--- config.mk ---
export PLATFORM = sky130hd
export DESIGN_NAME = gemm_seq_ctrl_flat
export DESIGN_NICKNAME = d
export VERILOG_FILES = /design/src/rtl/gemm_pkg.sv /design/src/rtl/gemm_seq_ctrl_if.sv /design/src/rtl/gemm_drain_ctl.sv /design/src/rtl/gemm_seq_ctrl.sv /design/src/flat_wrapper.sv
export SDC_FILE = /design/constraint.sdc
export NUM_CORES = 1
export LEC_CHECK = 0
export BUFFER_PORTS_ARGS = -buffer_cell sky130_fd_sc_hd__buf_2
export CAP_MARGIN = 30
export CORE_AREA = 5 5 70 85
export DETAILED_ROUTE_END_ITERATION = 10
export DIE_AREA = 0 0 75 90
export PLACE_DENSITY = 0.8
export SYNTH_ARGS = -nofsm -noshare
export SYNTH_HDL_FRONTEND = slang
export SYNTH_SLANG_ARGS = --single-unit
--- constraint.sdc ---
create_clock -name clk -period 2.3 [get_ports clk]
set_clock_uncertainty 0.1 [all_clocks]
set_input_delay 0.46 -clock clk [delete_from_list [all_inputs] [get_ports clk]]
set_output_delay 0.46 -clock clk [all_outputs]
set_load 0.1 [all_outputs]
--- src/rtl/gemm_pkg.sv ---
// -----------------------------------------------------------------------------
// gemm_pkg
// Shared types and default sizing for the GEMM tile-pass sequencer.
//   state_e          : sequencer states IDLE/LOAD/EXEC/FLUSH/DRAIN
//   *_DEF constants  : default buffer depths and data width
//   *_AW_DEF         : matching address widths
// -----------------------------------------------------------------------------
package gemm_pkg;

  localparam int SRC_DEPTH_DEF = 32;
  localparam int DST_DEPTH_DEF = 16;
  localparam int DW_DEF        = 32;

  localparam int SRC_AW_DEF = $clog2(SRC_DEPTH_DEF);
  localparam int DST_AW_DEF = $clog2(DST_DEPTH_DEF);

  typedef enum logic [2:0] {
    IDLE  = 3'd0,
    LOAD  = 3'd1,
    EXEC  = 3'd2,
    FLUSH = 3'd3,
    DRAIN = 3'd4
  } state_e;

endpackage

--- src/rtl/gemm_seq_ctrl_if.sv ---
// -----------------------------------------------------------------------------
// gemm_seq_ctrl_if
// Bundle of every control/data pin between the sequencer and its environment
// (host streams, src_buf, MAC datapath, dst_buf).
//   slave  modport : the sequencer (gemm_seq_ctrl)
//   master modport : the environment driving start / streams / dst read data
// Optional macro GEMM_SEQ_CTRL_PERF_EN adds the perf_cycles[31:0] signal.
// -----------------------------------------------------------------------------
interface gemm_seq_ctrl_if #(
  parameter int SRC_DEPTH = 32,
  parameter int DST_DEPTH = 16,
  parameter int DW        = 32
);
  localparam int SRC_AW = $clog2(SRC_DEPTH);
  localparam int DST_AW = $clog2(DST_DEPTH);

  logic              start;
  logic              busy;
  logic              done;
  logic              in_valid;
  logic              in_ready;
  logic [DW-1:0]     in_data;
  logic              src_v;
  logic [SRC_AW-1:0] src_a;
  logic [DW-1:0]     src_d;
  logic              exec;
  logic [SRC_AW-1:0] ia;
  logic              mac_en;
  logic              mac_first;
  logic              outr;
  logic [DST_AW-1:0] oa;
  logic              dst_v;
  logic [DST_AW-1:0] dst_a;
  logic [DW-1:0]     dst_d;
  logic              out_valid;
  logic              out_ready;
  logic [DW-1:0]     out_data;
`ifdef GEMM_SEQ_CTRL_PERF_EN
  logic [31:0]       perf_cycles;
`endif

  modport slave (
`ifdef GEMM_SEQ_CTRL_PERF_EN
    output perf_cycles,
`endif
    input  start, in_valid, in_data, dst_d, out_ready,
    output busy, done, in_ready, src_v, src_a, src_d, exec, ia,
           mac_en, mac_first, outr, oa, dst_v, dst_a, out_valid, out_data
  );

  modport master (
`ifdef GEMM_SEQ_CTRL_PERF_EN
    input  perf_cycles,
`endif
    output start, in_valid, in_data, dst_d, out_ready,
    input  busy, done, in_ready, src_v, src_a, src_d, exec, ia,
           mac_en, mac_first, outr, oa, dst_v, dst_a, out_valid, out_data
  );

endinterface

--- src/rtl/gemm_drain_ctl.sv ---
// -----------------------------------------------------------------------------
// gemm_drain_ctl
// Drain handshake: issues dst_buf reads and holds out_valid until accepted.
// At most one word is in flight; a new read is issued in the same cycle the
// held word is accepted, giving one word per cycle with out_ready high.
//   clk, rst_n      : clock, async active-low reset
//   active_i        : sequencer is in DRAIN; counters clear while low
//   out_ready_i     : result stream ready
//   dst_v_o/dst_a_o : dst_buf read enable / address
//   out_valid_o     : result stream valid
//   last_accept_o   : accept of the final word of the pass
// -----------------------------------------------------------------------------
module gemm_drain_ctl #(
  parameter int DST_DEPTH = 16
) (
  input  logic                         clk,
  input  logic                         rst_n,
  input  logic                         active_i,
  input  logic                         out_ready_i,
  output logic                         dst_v_o,
  output logic [$clog2(DST_DEPTH)-1:0] dst_a_o,
  output logic                         out_valid_o,
  output logic                         last_accept_o
);
  localparam int AW = $clog2(DST_DEPTH);
  localparam logic [AW:0]   ISSUE_END = (AW+1)'(DST_DEPTH);
  localparam logic [AW-1:0] LAST_WORD = AW'(DST_DEPTH - 1);

  logic [AW:0]   issue_cnt_q, issue_cnt_d;
  logic [AW-1:0] acc_cnt_q, acc_cnt_d;
  logic          out_valid_q, out_valid_d;
  logic          issue, accept;

  // One extra counter bit so "all words issued" is distinguishable from 0.
  assign issue  = active_i && (!out_valid_q || out_ready_i) && (issue_cnt_q < ISSUE_END);
  assign accept = out_valid_q && out_ready_i;

  always_comb begin
    issue_cnt_d = issue_cnt_q;
    acc_cnt_d   = acc_cnt_q;
    out_valid_d = out_valid_q;
    if (!active_i) begin
      issue_cnt_d = '0;
      acc_cnt_d   = '0;
      out_valid_d = 1'b0;
    end else begin
      if (issue)  issue_cnt_d = issue_cnt_q + 1'b1;
      if (accept) acc_cnt_d   = acc_cnt_q + 1'b1;
      // A fresh issue keeps valid high (back-to-back); otherwise an accept drops it.
      if (issue)       out_valid_d = 1'b1;
      else if (accept) out_valid_d = 1'b0;
    end
  end

  always_ff @(posedge clk or negedge rst_n) begin
    if (!rst_n) begin
      issue_cnt_q <= '0;
      acc_cnt_q   <= '0;
      out_valid_q <= 1'b0;
    end else begin
      issue_cnt_q <= issue_cnt_d;
      acc_cnt_q   <= acc_cnt_d;
      out_valid_q <= out_valid_d;
    end
  end

  assign dst_v_o       = issue;
  assign dst_a_o       = issue_cnt_q[AW-1:0];
  assign out_valid_o   = out_valid_q;
  assign last_accept_o = active_i && accept && (acc_cnt_q == LAST_WORD);

endmodule

--- src/rtl/gemm_seq_ctrl.sv ---
// -----------------------------------------------------------------------------
// gemm_seq_ctrl
// Sequencer for one GEMM tile pass: LOAD the source buffer from the operand
// stream, EXEC a full source-buffer walk through the MAC (K words per result),
// FLUSH the 2-cycle MAC pipeline, then DRAIN the destination buffer.
//   clk, rst_n : clock, async active-low reset
//   bus        : gemm_seq_ctrl_if.slave -- start/busy/done, operand stream,
//                src_buf write, MAC control, dst_buf read, result stream
// Optional macro GEMM_SEQ_CTRL_PERF_EN: adds bus.perf_cycles, a saturating
// count of busy cycles in the most recent pass.
// -----------------------------------------------------------------------------
module gemm_seq_ctrl
  import gemm_pkg::*;
#(
  parameter int SRC_DEPTH = SRC_DEPTH_DEF,
  parameter int DST_DEPTH = DST_DEPTH_DEF,
  parameter int DW        = DW_DEF
) (
  input logic            clk,
  input logic            rst_n,
  gemm_seq_ctrl_if.slave bus
);
  localparam int SRC_AW = $clog2(SRC_DEPTH);
  localparam int DST_AW = $clog2(DST_DEPTH);
  localparam int K      = SRC_DEPTH / DST_DEPTH;
  localparam logic [SRC_AW-1:0] SRC_LAST = SRC_AW'(SRC_DEPTH - 1);

  state_e            state_q, state_d;
  logic [SRC_AW-1:0] cnt_q, cnt_d;
  logic              in_acc;
  logic              drain_last;

  // MAC pipeline: src read data arrives one cycle after exec.
  logic              mac_en_q;
  logic [SRC_AW-1:0] ia_q;
  logic              outr_q, outr_d;
  logic [DST_AW-1:0] oa_q;
  logic              done_q;

  assign in_acc = bus.in_valid && (state_q == LOAD);

  // NOTE: every combinational output is given a default before the case, so
  // no path leaves it unassigned and no latch is inferred.
  always_comb begin
    state_d = state_q;
    cnt_d   = cnt_q;
    unique case (state_q)
      IDLE: if (bus.start) begin
        state_d = LOAD;
        cnt_d   = '0;
      end
      LOAD: if (in_acc) begin
        if (cnt_q == SRC_LAST) begin
          state_d = EXEC;
          cnt_d   = '0;
        end else begin
          cnt_d = cnt_q + 1'b1;
        end
      end
      EXEC: begin
        if (cnt_q == SRC_LAST) begin
          state_d = FLUSH;
          cnt_d   = '0;
        end else begin
          cnt_d = cnt_q + 1'b1;
        end
      end
      // Two cycles: the last mac_en, then the last outr.
      FLUSH: begin
        if (cnt_q == SRC_AW'(1)) begin
          state_d = DRAIN;
          cnt_d   = '0;
        end else begin
          cnt_d = cnt_q + 1'b1;
        end
      end
      DRAIN: if (drain_last) state_d = IDLE;
      default: begin
        state_d = IDLE;
        cnt_d   = '0;
      end
    endcase
  end

  assign outr_d = mac_en_q && ((int'(ia_q) % K) == K - 1);

  // NOTE: state registers use non-blocking assignments so every flop samples
  // the pre-edge values, independent of statement order.
  always_ff @(posedge clk or negedge rst_n) begin
    if (!rst_n) begin
      state_q  <= IDLE;
      cnt_q    <= '0;
      mac_en_q <= 1'b0;
      ia_q     <= '0;
      outr_q   <= 1'b0;
      oa_q     <= '0;
      done_q   <= 1'b0;
    end else begin
      state_q  <= state_d;
      cnt_q    <= cnt_d;
      mac_en_q <= (state_q == EXEC);
      ia_q     <= cnt_q;
      outr_q   <= outr_d;
      if (outr_d) oa_q <= DST_AW'(int'(ia_q) / K);
      // done lands in the first IDLE cycle, together with busy falling.
      done_q   <= drain_last;
    end
  end

  gemm_drain_ctl #(
    .DST_DEPTH (DST_DEPTH)
  ) u_drain (
    .clk           (clk),
    .rst_n         (rst_n),
    .active_i      (state_q == DRAIN),
    .out_ready_i   (bus.out_ready),
    .dst_v_o       (bus.dst_v),
    .dst_a_o       (bus.dst_a),
    .out_valid_o   (bus.out_valid),
    .last_accept_o (drain_last)
  );

  assign bus.busy      = (state_q != IDLE);
  assign bus.done      = done_q;
  assign bus.in_ready  = (state_q == LOAD);
  assign bus.src_v     = in_acc;
  assign bus.src_a     = cnt_q;
  assign bus.src_d     = bus.in_data;
  assign bus.exec      = (state_q == EXEC);
  assign bus.ia        = cnt_q;
  assign bus.mac_en    = mac_en_q;
  assign bus.mac_first = mac_en_q && ((int'(ia_q) % K) == 0);
  assign bus.outr      = outr_q;
  assign bus.oa        = oa_q;
  assign bus.out_data  = bus.dst_d;

`ifdef GEMM_SEQ_CTRL_PERF_EN
  logic [31:0] perf_q;

  always_ff @(posedge clk or negedge rst_n) begin
    if (!rst_n) begin
      perf_q <= '0;
    end else if (state_q == IDLE && bus.start) begin
      perf_q <= '0;
    end else if (state_q != IDLE && perf_q != '1) begin
      perf_q <= perf_q + 1'b1;
    end
  end

  assign bus.perf_cycles = perf_q;
`endif

endmodule

--- src/flat_wrapper.sv ---
// flat-port wrapper written by rule: the top's interface ports become plain ports
module gemm_seq_ctrl_flat import gemm_pkg::*;
#(
  parameter int SRC_DEPTH = SRC_DEPTH_DEF,
  parameter int DST_DEPTH = DST_DEPTH_DEF,
  parameter int DW        = DW_DEF
)
  (clk, rst_n, bus_start, bus_in_valid, bus_in_data, bus_dst_d, bus_out_ready, bus_busy, bus_done, bus_in_ready, bus_src_v, bus_src_a, bus_src_d, bus_exec, bus_ia, bus_mac_en, bus_mac_first, bus_outr, bus_oa, bus_dst_v, bus_dst_a, bus_out_valid, bus_out_data);
  gemm_seq_ctrl_if #(.SRC_DEPTH(SRC_DEPTH), .DST_DEPTH(DST_DEPTH), .DW(DW)) bus_i ();
  input logic clk;
  input logic rst_n;
  input wire logic [$bits(bus_i.start)-1:0] bus_start;
  input wire logic [$bits(bus_i.in_valid)-1:0] bus_in_valid;
  input wire logic [$bits(bus_i.in_data)-1:0] bus_in_data;
  input wire logic [$bits(bus_i.dst_d)-1:0] bus_dst_d;
  input wire logic [$bits(bus_i.out_ready)-1:0] bus_out_ready;
  output wire logic [$bits(bus_i.busy)-1:0] bus_busy;
  output wire logic [$bits(bus_i.done)-1:0] bus_done;
  output wire logic [$bits(bus_i.in_ready)-1:0] bus_in_ready;
  output wire logic [$bits(bus_i.src_v)-1:0] bus_src_v;
  output wire logic [$bits(bus_i.src_a)-1:0] bus_src_a;
  output wire logic [$bits(bus_i.src_d)-1:0] bus_src_d;
  output wire logic [$bits(bus_i.exec)-1:0] bus_exec;
  output wire logic [$bits(bus_i.ia)-1:0] bus_ia;
  output wire logic [$bits(bus_i.mac_en)-1:0] bus_mac_en;
  output wire logic [$bits(bus_i.mac_first)-1:0] bus_mac_first;
  output wire logic [$bits(bus_i.outr)-1:0] bus_outr;
  output wire logic [$bits(bus_i.oa)-1:0] bus_oa;
  output wire logic [$bits(bus_i.dst_v)-1:0] bus_dst_v;
  output wire logic [$bits(bus_i.dst_a)-1:0] bus_dst_a;
  output wire logic [$bits(bus_i.out_valid)-1:0] bus_out_valid;
  output wire logic [$bits(bus_i.out_data)-1:0] bus_out_data;
  assign bus_i.start = bus_start;
  assign bus_i.in_valid = bus_in_valid;
  assign bus_i.in_data = bus_in_data;
  assign bus_i.dst_d = bus_dst_d;
  assign bus_i.out_ready = bus_out_ready;
  assign bus_busy = bus_i.busy;
  assign bus_done = bus_i.done;
  assign bus_in_ready = bus_i.in_ready;
  assign bus_src_v = bus_i.src_v;
  assign bus_src_a = bus_i.src_a;
  assign bus_src_d = bus_i.src_d;
  assign bus_exec = bus_i.exec;
  assign bus_ia = bus_i.ia;
  assign bus_mac_en = bus_i.mac_en;
  assign bus_mac_first = bus_i.mac_first;
  assign bus_outr = bus_i.outr;
  assign bus_oa = bus_i.oa;
  assign bus_dst_v = bus_i.dst_v;
  assign bus_dst_a = bus_i.dst_a;
  assign bus_out_valid = bus_i.out_valid;
  assign bus_out_data = bus_i.out_data;
  gemm_seq_ctrl #(.SRC_DEPTH(SRC_DEPTH), .DST_DEPTH(DST_DEPTH), .DW(DW)) u_core (.clk(clk), .rst_n(rst_n), .bus(bus_i));
endmodule
==> reports/qor.txt, run 1 <==
Status: completed
Synth area leader: dfrtp_1
Clock Pin Slew Worst Setup and Hold Paths: 0.06 ns
Mapped cell area: 0.00190 mm²
WL met3: 446 µm
Vias per cell: 4.88
Peak VDD IR: 0.432 mV
Ant diodes: 0
# H-tree levels: 2
CTS tree: done
CP Max Fanout: 13
Dpl hpwl: 2.59 mm
Yosys top cell area share: 39.5%
Final WL: 3.40 mm
DRT iter0 DRCs: 145
CTS resizes: 0
Crit. End Element: output port
Setup crit start kind: flip-flop
Slew Viols, Final: 0
Met1 Routed Length: 1.10 mm
Antenna-violating nets left: 0
Main area contributors after synthesis: dfrtp_1 (39%), buf_4 (29%), ha_1 (3.3%)
Clk_lat worst skew: 0.28 ns
Layout cell share with drive strength beyond 1: 36.3%
Synth Flop Type: dfrtp_1
Register area: 754 µm²
Register area share after synthesis: 39.5%
Relative slew margins: 56.6%
EDFF count, synth: 0
Final Wtd Congestion: 0.817
Post CTS Setup Buffer Count: 0
Via count: 1083
Gr ovfl total: 0
Top-count cell post-synth: buf_4
Fillers: 513
Synth Warn #: 0
RSZ-0062 raised after global routing: false
Final min period: 2.17 ns
Highest Signal Layer: met4
Maximum root-to-sink buffer count: 2
Worst Slack Setup Final: 0.130 ns
Async S/R FF share, synth: 100%
First-pass GRT wire length: 5.56 mm
Post-Synthesis Cells: 196
Setup CP Type: flip-flop to output port
Die W: 75 µm
Drt drc: 0
Hold Vio Cnt, Final: 0
CTS Hold Buffers Added: 0
Clk sinks: 30
Least-Margin Pin Slew: 0.652 ns
Met2 WL: 1.65 mm
Fin crit share: 94.3%
Leak: 0.852 nW
IO Pins: 161
Max-Cap Viols: 0
Max Fclk: 461 MHz
Hold/Removal Path Class: primary input to asynchronous set/reset pin
Port buffer count: 32
Final nets: 234
Avg WL per Cell: 15.3 µm
TritonCTS buffer count: 5
Pwr Total: 1.83 mW
GR Util All Layers: 10.7%
CP arrival: 1.61 ns
Cell Rows: 29
Initial Util: 37.2%
Die footprint: 0.00675 mm²
Root buffer cell: clkbuf_8
Crit path required time: 1.74 ns
Detailed Routing Iterations Pass 1: 5
Distinct cells, synth: 38
Final TNS setup: 0 ns
Top cells by count, synth: buf_4 (74), dfrtp_1 (30), nor2_1 (12), nand2_1 (10)
Power Dens Cells: 1060 mW/mm²
Die H: 90 µm
Setup violators final: 0
Number of global-route vias before repair: 1085
Mean Syn Cell Area: 9.70 µm²
Area of the multi-input gates: 594 µm²
Mapped Nets: 270
Initial antenna violation count: 0
Synthesized flop and latch total: 30
Dpl ws: 0.349 ns
Synth-to-layout area growth: -8.68%
Core Area: 0.00512 mm²
Largest net degree at the start of global routing: 31
## path summary, 6_finish.rpt
kind / start / end / slack (ns) / cells past startpoint
setup / recovery: u_core.state_q[2] / bus_exec / 0.13 / 3
hold / removal: rst_n / u_core.u_drain.issue_cnt_q[0] / 0.10 / 1
setup reg to reg: u_core.bus.ia[0] / u_core.bus.ia[2] / 0.33 / 6
hold reg to reg: u_core.bus.ia[1] / u_core.ia_q[1] / 0.36 / 0
max in group asynchronous: rst_n / u_core.bus.ia[1] / 1.53 / 1
min in group clk: u_core.bus.ia[1] / u_core.ia_q[1] / 0.36 / 0
## placed cells by master (no fill, tap or decap), drive strengths merged, types with 4 or more instances in the layout
| master | count |
|---|---|
| a21oi | 4 |
| clkbuf | 5 |
| nand2 | 10 |
| dfrtp | 30 |
| xnor2 | 5 |
| inv | 5 |
| nor2 | 13 |
| buf | 35 |
| o21ai | 5 |
| nand2b | 4 |
| ha | 5 |
| mux2 | 4 |
## flip-flops by register name, summed over array words and instances (netlist names)
name and flops:
u_core.bus.ia 5, u_core.ia_q 5, u_core.u_drain.issue_cnt_q 5, u_core.bus.oa 4, u_core.u_drain.acc_cnt_q 4, u_core.state_q 3
u_core.bus.done 1, u_core.bus.mac_en 1, u_core.bus.outr 1, u_core.u_drain.out_valid_o 1
## worst max-delay path, cell delays in order, from the launching register on
cell      delay, ns
dfrtp_1        0.53
nand2b_1       0.25
nor2_2         0.11
buf_2          0.43
## power by group
part           internal [mW]  switching (mW)
Sequential             0.578          0.0808
Clock                  0.202           0.183
Combinational          0.170           0.621
## cell type report
cell class | instances | share of cell area (%)
Timing Repair Buffer | 35 | 12.2
Clock inverter | 2 | 0.576
Clock buffer | 5 | 3.96
Sequential cell | 30 | 43.4
Multi-Input combinational cell | 83 | 34.2
Tap cell | 62 | 4.47
Inverter | 5 | 1.08
## per-stage QoR
| step | util [%] | instances | hold slack [ns] | area, µm² |
|---|---|---|---|---|
| final | 33.9 | 222 | 0.105 | 1740 |
| after global routing | 33.9 | 222 | 0.162 | 1740 |
| after CTS | 33.9 | 222 | 0.125 | 1740 |
| after detailed placement | 32.4 | 215 | 0.349 | 1660 |
| after global placement | 32.4 | 215 | 0.347 | 1660 |
| after floorplan | - | 196 | 0.0644 | 1940 |
## layer usage
layer	global-route usage (%)	up-vias
met1	10.7	500
li1	-	497
met4	9.35	0
met2	16.0	56
met3	4.91	30
met5	0	-
## cells by family (layout without fill, tap and decap cells)
family | count (synthesis) | after routing | synth area share (%)
simple gates | 50 | 50 | 14.4
compound gates | 17 | 17 | 6.12
mux | 4 | 4 | 2.37
buf+inv | 83 | 47 | 31.1
flops | 30 | 30 | 39.5
xor+xnor | 7 | 7 | 3.22
fa+ha+maj | 5 | 5 | 3.29
Note: power is estimated with default switching activity, not from simulation.
==> inputs of run 2 (changes only) <==
CORE_AREA = 5 5 72 87   (was 5 5 70 85)
DIE_AREA = 0 0 77 92   (was 0 0 75 90)
PLACE_DENSITY = 0.78   (was 0.8)
SYNTH_HIERARCHICAL = 1   (was unset)
==> run 2 against run 1 <==
Die area is 4.9% higher. Register-to-register slack about the same. Via count grew 7.2%. Combinational power grew 9.2%. Clock-buffer cell count increased by 3. First-iteration DRC count shrank 50%. Largest cell class unchanged.
==> reports/qor.txt, run 2 <==
Final nets: 242 (was 234)
Register area share after synthesis: 37.7% (was 39.5%)
Most frequent cells in the layout: buf_2 (31), dfrtp_1 (28), nand2_1 (11), clkbuf_8 (8), nand3_1 (8) (was buf_2 (30), dfrtp_1 (27), nor2_1 (11), nand2_1 (10))
Top-count cell post-synth: buf_4 (unchanged)
Fin crit share: 94.2% (was 94.3%)
Drt drc: 0 (unchanged)
Synth-to-layout area growth: -7.72% (was -8.68%)
Mapped Nets: 277 (was 270)
Hold/Removal Path Class: primary input to asynchronous set/reset pin (unchanged)
Cell Rows: 29 (unchanged)
CP Max Fanout: 10 (was 13)
Clock Power Share: 24.5% (was 21.0%)
Post CTS Setup Buffer Count: 0 (unchanged)
Synth Flop Type: dfrtp_1 (unchanged)
Clock Pin Slew Worst Setup and Hold Paths: 0.06 ns (about the same)
Gr ovfl total: 0 (unchanged)
Antenna-violating nets left: 0 (unchanged)
Crit. Startpoint: u_core/state_q[0] (was u_core.state_q[2])
Synth Area in XOR/XNOR: 1.69% (was 3.22%)
Layout cell share with drive strength beyond 1: 39.1% (was 36.3%)
First-pass GRT wire length: 5.78 mm (was 5.56 mm)
TritonCTS buffer count: 5 (unchanged)
Die footprint: 0.00708 mm² (was 0.00675 mm²)
EDFF count, synth: 0 (unchanged)
Mapped cell area: 0.00199 mm² (was 0.00190 mm²)
Area share of and/or/nand/nor cells after synthesis: 14.9% (was 14.4%)
Critical Path, Cell by Cell: buf_4 -> or2b_1 -> nor2_2 -> buf_2 (was nand2b_1 -> nor2_2 -> buf_2)
Max incr delay on CP: 0.42 ns (was 0.53 ns)
Hold Vio Cnt, Final: 0 (unchanged)
Initial Util: 37.9% (was 37.2%)
Dpl hpwl: 2.64 mm (was 2.59 mm)
Post-Synthesis Cells: 203 (was 196)
Avg WL per Cell: 15.0 µm (was 15.3 µm)
Peak VDD IR: 0.394 mV (was 0.432 mV)
Maximum root-to-sink buffer count: 2 (unchanged)
Proportion of synthesized area in mux cells: 2.76% (was 2.37%)
Synth area leader: dfrtp_1 (unchanged)
Largest family of logic cells by synthesized area: buffers and inverters (unchanged)
Gate power share: 43.5% (was 43.1%)
Crit path required time: 1.74 ns (about the same)
Crit. End Element: output port (unchanged)
Die W: 77 µm (was 75 µm)
Relative slew margins: 56.2% (was 56.6%)
Clk_lat worst skew: 0.28 ns (about the same)
Seq pwr share: 32.1% (was 35.9%)
Worst r2r src: u_core/bus.ia[0] (was u_core.bus.ia[0])
# H-tree levels: 2 (unchanged)
Main area contributors after synthesis: dfrtp_1 (38%), buf_4 (28%), ha_1 (3.1%) (was dfrtp_1 (39%), buf_4 (29%), ha_1 (3.3%))
Top cells by count, synth: buf_4 (74), dfrtp_1 (30), nand2_1 (11), nor2_1 (9), nand3_1 (8) (was buf_4 (74), dfrtp_1 (30), nor2_1 (12), nand2_1 (10))
Core Area: 0.00526 mm² (was 0.00512 mm²)
CP arrival: 1.61 ns (about the same)
Detailed Routing Iterations Pass 1: 4 (was 5)
Least-Margin Pin Slew: 0.657 ns (was 0.652 ns)
Yosys top cell area share: 37.7% (was 39.5%)
Mean Syn Cell Area: 9.82 µm² (was 9.70 µm²)
Root buffer cell: clkbuf_8 (unchanged)
Max Fclk: 461 MHz (about the same)
Pint: 1.07 mW (was 0.950 mW)
Distinct cells, synth: 39 (was 38)
Async S/R FF share, synth: 100% (unchanged)
Via count: 1161 (was 1083)
Slew Viols, Final: 0 (unchanged)
Status: completed (unchanged)
RSZ-0062 raised after global routing: false (unchanged)
Final TNS setup: 0 ns (unchanged)
Clk sinks: 30 (unchanged)
Setup violators final: 0 (unchanged)
Sw power: 0.922 mW (was 0.885 mW)
Synthesized flop and latch total: 30 (unchanged)
IO Pins: 161 (unchanged)
Most common cell after layout, fill and taps aside: buf_2 (unchanged)
Compound-Gate Fraction of Synth Area: 9.42% (was 6.12%)
Leak: 0.916 nW (was 0.852 nW)
Final WL: 3.46 mm (was 3.40 mm)
Synth Warn #: 6 (was 0)
GR Util All Layers: 9.97% (was 10.7%)
Port buffer count: 32 (unchanged)
Largest net degree at the start of global routing: 31 (unchanged)
Setup crit start kind: flip-flop (unchanged)
Setup CP Type: flip-flop to output port (unchanged)
CTS Hold Buffers Added: 0 (unchanged)
Slowest cell on crit path: buf_2 (was dfrtp_1)
Die H: 92 µm (was 90 µm)
DRT iter0 DRCs: 72 (was 145)
Vias per cell: 5.03 (was 4.88)
Sw frac: 46.4% (was 48.2%)
Number of global-route vias before repair: 1179 (was 1085)
Initial antenna violation count: 0 (unchanged)
Power Dens Cells: 1080 mW/mm² (was 1060 mW/mm²)
Post-Synth Adder-Cell Area: 3.14% (was 3.29%)
Layout Utilization: 35.0% (was 33.9%)
Ant diodes: 0 (unchanged)
Final Wtd Congestion: 0.776 (was 0.817)
Final min period: 2.17 ns (about the same)
Max-Cap Viols: 0 (unchanged)
CTS tree: done (unchanged)
==> run 2: cell types whose count changed after synthesis, sizes merged, moves of 2 or more <==
cell	previous run	this run
a21oi	4	7
a22o	1	3
and2	2	0
inv	5	8
nand3	3	8
nand4	2	0
nor2	13	9
nor4b	3	1
or4	0	2
xnor2	5	1
==> run 2: through the flow <==
step,power (mW),worst slack [ns],cell area [µm²],cells,hold WS [ns]
4_1_cts,2.00,0.0105,1840,231,0.128
2_1_floorplan,1.93,-0.0949,2030,203,0.0644
6_report,1.99,0.133,1840,231,0.109
5_1_grt,2.08,0.0386,1840,231,0.164
3_5_place_dp,1.51,0.323,1730,223,0.349
3_3_place_gp,1.50,0.356,1730,223,0.334
==> run 2: logic make-up after synthesis <==
family          count (synthesis)
fa+ha+maj                       5
xor+xnor                        3
flops                          30
simple gates                   52
mux                             5
compound gates                 23
buf+inv                        85
==> run 2: layout make-up <==
class	count	area (µm²)
fillers	512	3420
flip-flops and latches	30	753
multi-input cells	88	671
repair buffers	35	198
clock buffers	8	110
well taps	62	77.6
inverters	8	30.0
==> run 2: final timing paths <==
path | end | slack, ns | cells after the start
setup / recovery | bus_in_ready | 0.13 | 4
hold / removal | u_core/bus.done | 0.11 | 1
setup reg to reg | u_core/bus.ia[2] | 0.34 | 6
hold reg to reg | u_core/ia_q[1] | 0.36 | 0
max in group asynchronous | u_core/bus.ia[0] | 1.53 | 1
min in group clk | u_core/ia_q[1] | 0.36 | 0
==> run 2: repair_timing <==
action,CTS,global route
gates resized for setup,0,2
setup endpoints to repair,0,1
endpoints found under the hold margin,0,0
==> run 2: power groups by stage <==
stage | logic, mW | registers [mW] | clock network (mW)
4_1_cts | 0.862 | 0.638 | 0.503
3_5_place_dp | 0.860 | 0.648 | 0
5_1_grt | 0.902 | 0.649 | 0.527
3_3_place_gp | 0.853 | 0.643 | 0
2_1_floorplan | 1.14 | 0.789 | 0
6_report | 0.864 | 0.637 | 0.487
==> run 2: routing by layer <==
layer / vias up / part of all wire [%] / global-route usage [%]
li1: 534 / - / -
met1: 527 / 34 / 10.3
met2: 64 / 46 / 14.5
met3: 36 / 12 / 4.80
met4: 0 / 8.1 / 9.60
met5: - / 0 / 0
==> run 2: worst max-delay path: cells and delay by family (launching register included) <==
kind,cells,cell delay (ns)
flip-flops,1,0.35
AND/OR/NAND/NOR,2,0.36
buffers and inverters,2,0.61
